### src/rtl/mem_arbiter_if.sv
// Signal bundle between the two requesters, the arbiter and the single-port memory.
// slave = arbiter view, master = requester/memory environment view.
interface mem_arbiter_if #(
  parameter int ADDR_W = 32,
  parameter int DATA_W = 32
);
  logic              req0;
  logic              req1;
  logic              we0;
  logic              we1;
  logic [ADDR_W-1:0] addr0;
  logic [ADDR_W-1:0] addr1;
  logic [DATA_W-1:0] wdata0;
  logic [DATA_W-1:0] wdata1;
  logic              gnt0;
  logic              gnt1;
  logic              rvalid0;
  logic              rvalid1;
  logic [DATA_W-1:0] rdata0;
  logic [DATA_W-1:0] rdata1;
  logic              mem_en;
  logic              mem_we;
  logic [ADDR_W-1:0] mem_addr;
  logic [DATA_W-1:0] mem_wdata;
  logic [DATA_W-1:0] mem_rdata;

  modport slave (
    input  req0, req1, we0, we1, addr0, addr1, wdata0, wdata1, mem_rdata,
    output gnt0, gnt1, rvalid0, rvalid1, rdata0, rdata1,
    output mem_en, mem_we, mem_addr, mem_wdata
  );

  modport master (
    output req0, req1, we0, we1, addr0, addr1, wdata0, wdata1, mem_rdata,
    input  gnt0, gnt1, rvalid0, rvalid1, rdata0, rdata1,
    input  mem_en, mem_we, mem_addr, mem_wdata
  );
endinterface

### src/rtl/mem_arbiter.sv
// Two-port arbiter (IDLE/OWN0/OWN1) in front of a single-port memory with 1-cycle read latency.
// Macro ARB_ROUND_ROBIN_EN: round-robin ties and MAX_HOLD preemption of either owner; undefined = port 0 priority.

module mem_arbiter_checker (
  input logic clk,
  input logic reset,
  input logic gnt0,
  input logic gnt1,
  input logic we0,
  input logic we1,
  input logic mem_en,
  input logic rvalid0,
  input logic rvalid1,
  input logic last
);
  a_gnt_exclusive: assert property (@(posedge clk) disable iff (reset) !(gnt0 && gnt1));
  a_mem_en_match:  assert property (@(posedge clk) disable iff (reset) mem_en == (gnt0 || gnt1));
  a_rvalid0_read:  assert property (@(posedge clk) disable iff (reset) rvalid0 |-> $past(gnt0 && !we0));
  a_rvalid1_read:  assert property (@(posedge clk) disable iff (reset) rvalid1 |-> $past(gnt1 && !we1));
  a_last_owner:    assert property (@(posedge clk) disable iff (reset) (gnt0 |-> !last) and (gnt1 |-> last));
endmodule

module mem_arbiter #(
  parameter int ADDR_W   = 32,
  parameter int DATA_W   = 32,
  parameter int MAX_HOLD = 4
) (
  input logic          clk,
  input logic          reset,
  mem_arbiter_if.slave bus
);

  typedef enum logic [1:0] {
    IDLE = 2'd0,
    OWN0 = 2'd1,
    OWN1 = 2'd2
  } state_t;

  localparam logic [8:0] MAX_HOLD_C = 9'(MAX_HOLD);

`ifdef ARB_ROUND_ROBIN_EN
  localparam logic RR_EN        = 1'b1;
  localparam logic PREEMPT_OWN0 = 1'b1;
`else
  localparam logic RR_EN        = 1'b0;
  localparam logic PREEMPT_OWN0 = 1'b0;
`endif
  localparam logic PREEMPT_OWN1 = 1'b1;

  state_t            state_r;
  state_t            state_next_s;
  logic [7:0]        hold_cnt_r;
  logic [7:0]        hold_cnt_next_s;
  logic              last_r;
  logic              last_next_s;
  logic              rvalid0_r;
  logic              rvalid1_r;
  logic              gnt0_s;
  logic              gnt1_s;
  logic              access_s;
  logic [8:0]        hold_sum_s;
  logic              hold_full_s;
  logic [7:0]        hold_sat_s;
  logic              tie_to1_s;
  logic              mem_en_s;
  logic              mem_we_s;
  logic [ADDR_W-1:0] mem_addr_s;
  logic [DATA_W-1:0] mem_wdata_s;

  // Grant follows the owner's request combinationally; the other port is held off.
  always_comb begin
    gnt0_s = 1'b0;
    gnt1_s = 1'b0;
    case (state_r)
      OWN0:    gnt0_s = bus.req0;
      OWN1:    gnt1_s = bus.req1;
      default: begin
        gnt0_s = 1'b0;
        gnt1_s = 1'b0;
      end
    endcase
  end

  // Memory command mux: only a granted port reaches the memory.
  always_comb begin
    mem_en_s    = 1'b0;
    mem_we_s    = 1'b0;
    mem_addr_s  = {ADDR_W{1'b0}};
    mem_wdata_s = {DATA_W{1'b0}};
    if (gnt0_s) begin
      mem_en_s    = 1'b1;
      mem_we_s    = bus.we0;
      mem_addr_s  = bus.addr0;
      mem_wdata_s = bus.wdata0;
    end else if (gnt1_s) begin
      mem_en_s    = 1'b1;
      mem_we_s    = bus.we1;
      mem_addr_s  = bus.addr1;
      mem_wdata_s = bus.wdata1;
    end else begin
      mem_en_s = 1'b0;
    end
  end

  // Hold count including the access happening this cycle; 9 bits so MAX_HOLD=255 cannot wrap.
  assign access_s    = gnt0_s | gnt1_s;
  assign hold_sum_s  = {1'b0, hold_cnt_r} + {8'd0, access_s};
  assign hold_full_s = (hold_sum_s >= MAX_HOLD_C);
  assign hold_sat_s  = hold_full_s ? MAX_HOLD_C[7:0] : hold_sum_s[7:0];
  assign tie_to1_s   = RR_EN ? ~last_r : 1'b0;

  // Next-state arbitration.
  always_comb begin
    state_next_s = state_r;
    case (state_r)
      IDLE: begin
        if (bus.req0 && bus.req1) begin
          state_next_s = tie_to1_s ? OWN1 : OWN0;
        end else if (bus.req0) begin
          state_next_s = OWN0;
        end else if (bus.req1) begin
          state_next_s = OWN1;
        end else begin
          state_next_s = IDLE;
        end
      end
      OWN0: begin
        if (bus.req1 && (!bus.req0 || (PREEMPT_OWN0 && hold_full_s))) begin
          state_next_s = OWN1;
        end else if (!bus.req0) begin
          state_next_s = IDLE;
        end else begin
          state_next_s = OWN0;
        end
      end
      OWN1: begin
        if (bus.req0 && (!bus.req1 || (PREEMPT_OWN1 && hold_full_s))) begin
          state_next_s = OWN0;
        end else if (!bus.req1) begin
          state_next_s = IDLE;
        end else begin
          state_next_s = OWN1;
        end
      end
      default: state_next_s = IDLE;
    endcase
  end

  // Hold counter restarts on every ownership change; last winner tracks each entry into OWNn.
  always_comb begin
    hold_cnt_next_s = hold_cnt_r;
    last_next_s     = last_r;
    if (state_next_s != state_r) begin
      hold_cnt_next_s = 8'd0;
      if (state_next_s == OWN0) begin
        last_next_s = 1'b0;
      end else if (state_next_s == OWN1) begin
        last_next_s = 1'b1;
      end else begin
        last_next_s = last_r;
      end
    end else begin
      hold_cnt_next_s = hold_sat_s;
    end
  end

  // Arbitration state; last winner resets to 1 so port 0 takes the first tie.
  always_ff @(posedge clk or posedge reset) begin
    if (reset) begin
      state_r    <= IDLE;
      hold_cnt_r <= 8'd0;
      last_r     <= 1'b1;
    end else begin
      state_r    <= state_next_s;
      hold_cnt_r <= hold_cnt_next_s;
      last_r     <= last_next_s;
    end
  end

  // Read-return strobes line up with the memory's 1-cycle latency.
  always_ff @(posedge clk or posedge reset) begin
    if (reset) begin
      rvalid0_r <= 1'b0;
      rvalid1_r <= 1'b0;
    end else begin
      rvalid0_r <= gnt0_s & ~bus.we0;
      rvalid1_r <= gnt1_s & ~bus.we1;
    end
  end

  assign bus.gnt0      = gnt0_s;
  assign bus.gnt1      = gnt1_s;
  assign bus.mem_en    = mem_en_s;
  assign bus.mem_we    = mem_we_s;
  assign bus.mem_addr  = mem_addr_s;
  assign bus.mem_wdata = mem_wdata_s;
  assign bus.rvalid0   = rvalid0_r;
  assign bus.rvalid1   = rvalid1_r;
  assign bus.rdata0    = bus.mem_rdata;
  assign bus.rdata1    = bus.mem_rdata;

  mem_arbiter_checker u_checker (
    .clk     (clk),
    .reset   (reset),
    .gnt0    (gnt0_s),
    .gnt1    (gnt1_s),
    .we0     (bus.we0),
    .we1     (bus.we1),
    .mem_en  (mem_en_s),
    .rvalid0 (rvalid0_r),
    .rvalid1 (rvalid1_r),
    .last    (last_r)
  );

endmodule

### src/flat_wrapper.sv
// flat-port wrapper written by rule: the top's interface ports become plain ports
module mem_arbiter_flat 
#(
  parameter int ADDR_W   = 32,
  parameter int DATA_W   = 32,
  parameter int MAX_HOLD = 4
)
  (clk, reset, bus_req0, bus_req1, bus_we0, bus_we1, bus_addr0, bus_addr1, bus_wdata0, bus_wdata1, bus_mem_rdata, bus_gnt0, bus_gnt1, bus_rvalid0, bus_rvalid1, bus_rdata0, bus_rdata1, bus_mem_en, bus_mem_we, bus_mem_addr, bus_mem_wdata);
  mem_arbiter_if #(.ADDR_W(ADDR_W), .DATA_W(DATA_W)) bus_i ();
  input logic clk;
  input logic reset;
  input wire logic [$bits(bus_i.req0)-1:0] bus_req0;
  input wire logic [$bits(bus_i.req1)-1:0] bus_req1;
  input wire logic [$bits(bus_i.we0)-1:0] bus_we0;
  input wire logic [$bits(bus_i.we1)-1:0] bus_we1;
  input wire logic [$bits(bus_i.addr0)-1:0] bus_addr0;
  input wire logic [$bits(bus_i.addr1)-1:0] bus_addr1;
  input wire logic [$bits(bus_i.wdata0)-1:0] bus_wdata0;
  input wire logic [$bits(bus_i.wdata1)-1:0] bus_wdata1;
  input wire logic [$bits(bus_i.mem_rdata)-1:0] bus_mem_rdata;
  output wire logic [$bits(bus_i.gnt0)-1:0] bus_gnt0;
  output wire logic [$bits(bus_i.gnt1)-1:0] bus_gnt1;
  output wire logic [$bits(bus_i.rvalid0)-1:0] bus_rvalid0;
  output wire logic [$bits(bus_i.rvalid1)-1:0] bus_rvalid1;
  output wire logic [$bits(bus_i.rdata0)-1:0] bus_rdata0;
  output wire logic [$bits(bus_i.rdata1)-1:0] bus_rdata1;
  output wire logic [$bits(bus_i.mem_en)-1:0] bus_mem_en;
  output wire logic [$bits(bus_i.mem_we)-1:0] bus_mem_we;
  output wire logic [$bits(bus_i.mem_addr)-1:0] bus_mem_addr;
  output wire logic [$bits(bus_i.mem_wdata)-1:0] bus_mem_wdata;
  assign bus_i.req0 = bus_req0;
  assign bus_i.req1 = bus_req1;
  assign bus_i.we0 = bus_we0;
  assign bus_i.we1 = bus_we1;
  assign bus_i.addr0 = bus_addr0;
  assign bus_i.addr1 = bus_addr1;
  assign bus_i.wdata0 = bus_wdata0;
  assign bus_i.wdata1 = bus_wdata1;
  assign bus_i.mem_rdata = bus_mem_rdata;
  assign bus_gnt0 = bus_i.gnt0;
  assign bus_gnt1 = bus_i.gnt1;
  assign bus_rvalid0 = bus_i.rvalid0;
  assign bus_rvalid1 = bus_i.rvalid1;
  assign bus_rdata0 = bus_i.rdata0;
  assign bus_rdata1 = bus_i.rdata1;
  assign bus_mem_en = bus_i.mem_en;
  assign bus_mem_we = bus_i.mem_we;
  assign bus_mem_addr = bus_i.mem_addr;
  assign bus_mem_wdata = bus_i.mem_wdata;
  mem_arbiter #(.ADDR_W(ADDR_W), .DATA_W(DATA_W), .MAX_HOLD(MAX_HOLD)) u_core (.clk(clk), .reset(reset), .bus(bus_i));
endmodule
### config.mk
export PLATFORM = sky130hd
export DESIGN_NAME = mem_arbiter_flat
export DESIGN_NICKNAME = d
export VERILOG_FILES = /design/src/rtl/mem_arbiter_if.sv /design/src/rtl/mem_arbiter.sv /design/src/flat_wrapper.sv
export SDC_FILE = /design/constraint.sdc
export NUM_CORES = 1
export LEC_CHECK = 0
export CAP_MARGIN = 20
export CORE_AREA = 2 2 115 117
export CTS_BUF_LIST = sky130_fd_sc_hd__clkbuf_16
export DETAILED_ROUTE_END_ITERATION = 10
export DIE_AREA = 0 0 117 119
export SETUP_SLACK_MARGIN = 0.3
export SLEW_MARGIN = 30
export SYNTH_ARGS = -nofsm -noshare
export SYNTH_HDL_FRONTEND = slang
export SYNTH_HIERARCHICAL = 1
export SYNTH_SLANG_ARGS = --single-unit
export TNS_END_PERCENT = 5
### constraint.sdc
create_clock -name clk -period 1.87 [get_ports clk]
set_clock_uncertainty 0.05 [all_clocks]
set_input_delay 0.374 -clock clk [delete_from_list [all_inputs] [get_ports clk]]
set_output_delay 0.374 -clock clk [all_outputs]
set_load 0.01 [all_outputs]
==> results.toml, run 1 <==
[status]
status = "finished with violations"
violations = "setup timing"

[worst_setup_path]
crit_required_ps = 1990
cp-start-kind = "flop"
slowest_delay_ps = 400
path_buf_inv = 2
arrival_ps = 2150
cp_slowest_cell = "dfrtp_1"
crit_type = "flop to flop"
path_cells = "nand3b_1 -> buf_4 -> buf_6 -> o21ai_4 -> ha_4 -> ha_4 -> a21boi_2 -> a21oi_2 -> nor3_4 -> and3_1"
r2r_slack_ps = -170
endpoint_kind = "flop"
crit_top_cell = "ha_4"
path_max_fanout = 5
critical-path-top-delay-family = "simple AND/OR/NAND/NOR gates"

[yosys]
async_reset_ff_frac = 1.00
ys_ff_latch = 12
yosysTopAreaCell = "a22o_1"
syn_area_per_cell_um2 = 9.01
ys.flop_type = "dfrtp_1"
ys_seq_area_frac = 0.181
synth_edf_count = 0
synthTopCellsByCount = "65 x a22o_1, 65 x buf_4, 12 x dfrtp_1"
yosys_warnings = 6
yosys.cell_types.count = 24
yosys-top-cells-area = "a22o_1 34%, buf_4 29%, dfrtp_1 18%"
synthCells = 184
synth_top_area_share = 0.343
syn_area_um2 = 1660

[floorplan]
fp-row-count = 42
core_area_um2 = 12900
die_area_um2 = 13900
initial_core_util = 0.129
die_height_um = 119
die_x_um = 117
io_pins = 300

[cts]
clk_latency_ps = 230
clock_sinks = 12
tritoncts = "yes"
clock_tree.htree_level_count = 1
clockRootBuffer = "clkbuf_16"
clockBufferDepth = 2
cts_buffers = 3
path_clk_slew_ps = 40

[global_route]
grt_antenna_before_repair = 0
grt_pass1_wl_mm = 12.6
grt_max_degree = 22
overflow = 0
grt_pass1_vias = 2201
grt_usage = 0.123

[pwr]
p_switching_mw = 0.347
combPwrFrac = 0.517
p_leak_nw = 1.68
p_int_mw = 1.00
max-vdd-ir-drop_mv = 0.219
p_seq_frac = 0.207
p_clk_frac = 0.275
switching_share = 0.257
power.density_nw_per_um2 = 367

[final_layout]
drive_above_1_share = 0.332
nets = 522
num_antenna_cells = 0
area_growth_pct = 122

[timing]
drv_slew = 0
fin_crit_sh = 1.09
period_needed_ps = 2040
finalWorstSetupSlack_ps = -166
setup-violations-final = 69
tns_ps = -5760
fmax_ghz = 0.491
rsz0062_at_grt = "true"
hold_viol = 0

[drt]
drt_pass1_iterations = 4
drt_iter0_drc = 50
drc = 0
wirelength_mm = 9.44
viasPerCell = 4.08
vias = 2154
ant_nets = 0
detail_route.wl_per_cell_um = 17.9

[job]
cap_violations = 0

[place]
numPortBuffers = 203
pre_cts_ws_ps = -751
dpl.hpwl_mm = 6.48
gp_congestion = 0.786

[min_path]
min_path_type = "primary input to asynchronous set/reset pin"
## repair_timing
| action | 4_1_cts | 5_1_grt |
|---|---|---|
| hold endpoints to repair | 0 | 0 |
| hold buffers | 0 | 0 |
| pin swaps | 38 | 26 |
| gates cloned | 7 | 0 |
| setup buffers | 13 | 3 |
| gates resized for setup | 286 | 9 |
| endpoints found under the setup margin | 73 | 73 |
## routing by layer
metal / wire, um / up-vias / share of wire / global-route usage
met1: 3330 / 1004 / 0.35 / 0.126
met2: 5040 / 158 / 0.53 / 0.245
met5: 0 / - / 0 / 0
met3: 845 / 29 / 0.090 / 0.0163
li1: - / 963 / - / -
met4: 221 / 0 / 0.023 / 0.0463
## worst register-to-register path, stage by stage (launching register included)
cell and delay, ps:
dfrtp_1 400, nand3b_1 240, buf_4 180, buf_6 120
o21ai_4 70, ha_4 170, ha_4 120, a21boi_2 150
a21oi_2 80, nor3_4 200, and3_1 210
## cells in the final DEF (no fill, tap or decap), types with 2 or more instances in the layout
master,synthesis,routed
clkdlybuf4s50_1,0,133
a22o_1,65,65
buf_2,5,61
buf_4,65,16
dfrtp_1,12,12
buf_6,8,10
buf_16,0,7
buf_12,0,7
conb_1,1,5
clkbuf_16,0,3
nand2_1,4,3
clkdlybuf4s15_2,0,2
nor2_1,2,2
a21oi_1,3,2
nor3_1,2,2
and3_1,2,2
ha_4,0,2
## cells by family after synthesis
kind of cell / Yosys count / share of synthesized area
compound gates: 73 / 0.372
other cells: 1 / 0.00226
simple gates: 15 / 0.0559
fa+ha+maj: 2 / 0.0151
flops: 12 / 0.181
xor+xnor: 1 / 0.00528
buf+inv: 80 / 0.368
## path summary, 6_finish.rpt
kind | start | to | cells after the start
hold reg to reg | u_core/hold_cnt_r[3] | u_core/hold_cnt_r[2] | 2
min in group clk | u_core/hold_cnt_r[3] | u_core/hold_cnt_r[2] | 2
setup / recovery | u_core/state_r[1] | u_core/hold_cnt_r[0] | 10
setup reg to reg | u_core/state_r[1] | u_core/hold_cnt_r[0] | 10
hold / removal | reset | u_core/bus.rvalid1 | 2
max in group asynchronous | reset | u_core/hold_cnt_r[3] | 2
## through the flow
| step | hold WS (ps) | power (mW) | instances | instance area [um^2] | util |
|---|---|---|---|---|---|
| 2_1_floorplan | 189 | 0.613 | 188 | 1700 | - |
| 3_3_place_gp | 516 | 0.952 | 502 | 3500 | 0.272 |
| 3_5_place_dp | 525 | 0.957 | 502 | 3500 | 0.272 |
| 4_1_cts | 426 | 1.36 | 525 | 3670 | 0.285 |
| 5_1_grt | 462 | 1.42 | 528 | 3680 | 0.286 |
| 6_report | 404 | 1.35 | 528 | 3680 | 0.286 |
## power by group through the flow
stage | logic, mW | clock network (mW) | registers [mW]
after detailed placement | 0.674 | 0 | 0.284
final | 0.698 | 0.371 | 0.280
after floorplan | 0.329 | 0 | 0.284
after global placement | 0.669 | 0 | 0.283
after global routing | 0.741 | 0.398 | 0.280
after CTS | 0.698 | 0.381 | 0.280
## flip-flops by register name, indices dropped and copies added, names as in the netlist
register and flops:
u_core/bus.rvalid1 1, u_core/state_r 2, u_core/hold_cnt_r 8, u_core/bus.rvalid0 1
## area by class of cell
cell class / count / area, um^2
Inverter: 2 / 10.0
Timing Repair Buffer: 239 / 2260
Sequential cell: 12 / 300
Tap cell: 176 / 220
Clock buffer: 3 / 75.1
Multi-Input combinational cell: 96 / 813
Fill cell: 1367 / 9200
Note: power is estimated with default switching activity, not from simulation.
==> inputs of run 2 (changes only) <==
--- a/config.mk
+++ b/config.mk
@@ -8,8 +8,10 @@
 export CAP_MARGIN = 20
 export CORE_AREA = 2 2 115 117
 export CTS_BUF_LIST = sky130_fd_sc_hd__clkbuf_16
+export CTS_CLUSTER_DIAMETER = 60
 export DETAILED_ROUTE_END_ITERATION = 10
 export DIE_AREA = 0 0 117 119
+export PLACE_DENSITY_LB_ADDON = 0.15
 export SETUP_SLACK_MARGIN = 0.3
 export SLEW_MARGIN = 30
 export SYNTH_ARGS = -nofsm -noshare
==> run 2 against run 1 <==
  * The run still ends with setup timing left
  * Non-clock buffer count decreased by 9
  * Worst setup slack better by 47 ps
  * Critical path depth down 3
  * Design area fell by 3.6%
  * Sequential power is essentially flat
  * Count of clock-buffer cells in the layout unchanged
  * Critical path type is now flop to primary output
==> results.toml, run 2 (same netlist as run 1, synthesis figures left out) <==
[pwr]
power.total_mw = 1.33
p_leak_nw = 1.63
power.density_nw_per_um2 = 374
max-vdd-ir-drop_mv = 0.234

[place]
dpl_cell_area_um2 = 3500
numPortBuffers = 203
gp_congestion = 0.694
dp.cells = 502
dpl.hpwl_mm = 6.81

[timing]
period_needed_ps = 1990
rsz0062_at_grt = "true"
fmax_ghz = 0.503
drv_slew = 0
fin_crit_sh = 1.06
whs_ps = 394
finalWorstSetupSlack_ps = -119
setup-violations-final = 67
hold_viol = 0

[global_route]
overflow = 0
grt_usage = 0.112
grt_max_degree = 31
grt_antenna_before_repair = 0
grt_pass1_vias = 2012
grt_pass1_wl_mm = 11.7

[worst_setup_path]
r2r_start = "u_core/state_r[0]"
arrival_ps = 1560
cp-start-kind = "flop"
r2r_slack_ps = -40
crit_required_ps = 1450
timing.rr.end = "u_core/hold_cnt_r[0]"
endpoint_kind = "primary output"
path_max_fanout = 8
reg2regPathDepth = 9
crit_type = "flop to primary output"

[status]
violations = "setup timing"
status = "finished with violations"

[final_layout]
final_cells = 520
reg_top3 = "u_core/hold_cnt_r x8, u_core/state_r x2"
area_growth_pct = 114
design_area_um2 = 3550
nets = 513
drive_above_1_share = 0.317
largest_register_ffs = 8
num-fill-cells = 1403
top_register = "u_core/hold_cnt_r"
mostFrequentLayoutCells = "131 x clkdlybuf4s50_1, 65 x a22o_1, 56 x buf_2"
num_antenna_cells = 0
final_common_cell = "clkdlybuf4s50_1"

[cts]
ctsHoldBuffers = 0
tritoncts = "yes"
clockRootBuffer = "clkbuf_16"
clockBufferDepth = 2
clock_sinks = 12
cts_buffers = 3
path_clk_slew_ps = 40
clock_tree.htree_level_count = 1
clk_latency_ps = 240

[drt]
wirelength_mm = 8.61
viasPerCell = 3.87
vias = 2011
detail_route.wl_per_cell_um = 16.6
drt_pass1_iterations = 4
drc = 0
ant_nets = 0
drt_iter0_drc = 63

[floorplan]
die_height_um = 119
io_pins = 300
initial_core_util = 0.129
core_area_um2 = 12900
die_x_um = 117
fp-row-count = 42
die_area_um2 = 13900

[min_path]
min_path_type = "primary input to asynchronous set/reset pin"

[job]
cap_violations = 0
[run 2: changes by cell type in the layout (fill, tap and decap cells not counted), moves of 2 or more]
cell / previous run / this run
buf_12: 7 / 5
buf_16: 7 / 4
clkbuf_2: 0 / 3
buf_4: 16 / 13
buf_6: 10 / 13
buf_2: 61 / 56
dlygate4sd2_1: 1 / 3
clkdlybuf4s15_2: 2 / 0
clkdlybuf4s50_1: 133 / 131
[run 2: area by class of cell]
cell class	count	area (um^2)	area share
Sequential cell	12	302	0.0850
Inverter	2	7.51	0.00212
Clock inverter	1	3.75	0.00106
Clock buffer	3	75.1	0.0212
Multi-Input combinational cell	96	813	0.229
Timing Repair Buffer	230	2120	0.599
Tap cell	176	220	0.0621
[run 2: repair_timing]
action	4_1_cts	5_1_grt
cloned	3	1
gates resized for setup	229	53
buffers inserted	7	3
pin swaps	28	21
endpoints found under the setup margin	74	74
[run 2: how the worst max path moves through the flow]
stage                      start                    to  depth (start not counted)
2_1_floorplan  u_core/state_r[1]  u_core/hold_cnt_r[0]                          8
3_3_place_gp            bus_req1      bus_mem_wdata[5]                          6
3_5_place_dp            bus_req1      bus_mem_addr[26]                          6
4_1_cts        u_core/state_r[1]      bus_mem_addr[27]                          5
5_1_grt        u_core/state_r[0]      bus_mem_addr[26]                          7
6_report       u_core/state_r[0]      bus_mem_addr[26]                          7
[run 2: where the power goes]
part	switching, mW	total, mW	internal [mW]
clock network	0.106	0.387	0.281
logic	0.227	0.659	0.433
registers	0.00747	0.280	0.273
[run 2: per-layer routing]
layer,vias up,global-route usage,wire [um]
met3,36,0.0270,937
met4,0,0.0426,253
met1,917,0.124,3060
met5,-,0,0
met2,119,0.203,4370
li1,939,-,-
[run 2: worst max-delay path, stage by stage (launching register included)]
cell and delay (ps):
dfrtp_2 430, nand3b_1 130, inv_2 70, buf_6 130, buf_16 140, buf_6 110
a22o_1 180, buf_6 120
[run 2: through the flow]
step / setup WS [ps] / setup TNS [ps] / utilization
6_report: -119 / -4020 / 0.275
5_1_grt: -185 / -8520 / 0.275
4_1_cts: -476 / -9310 / 0.276
3_5_place_dp: -670 / -46000 / 0.272
3_3_place_gp: -670 / -46310 / 0.272
2_1_floorplan: 50.3 / 0 / -
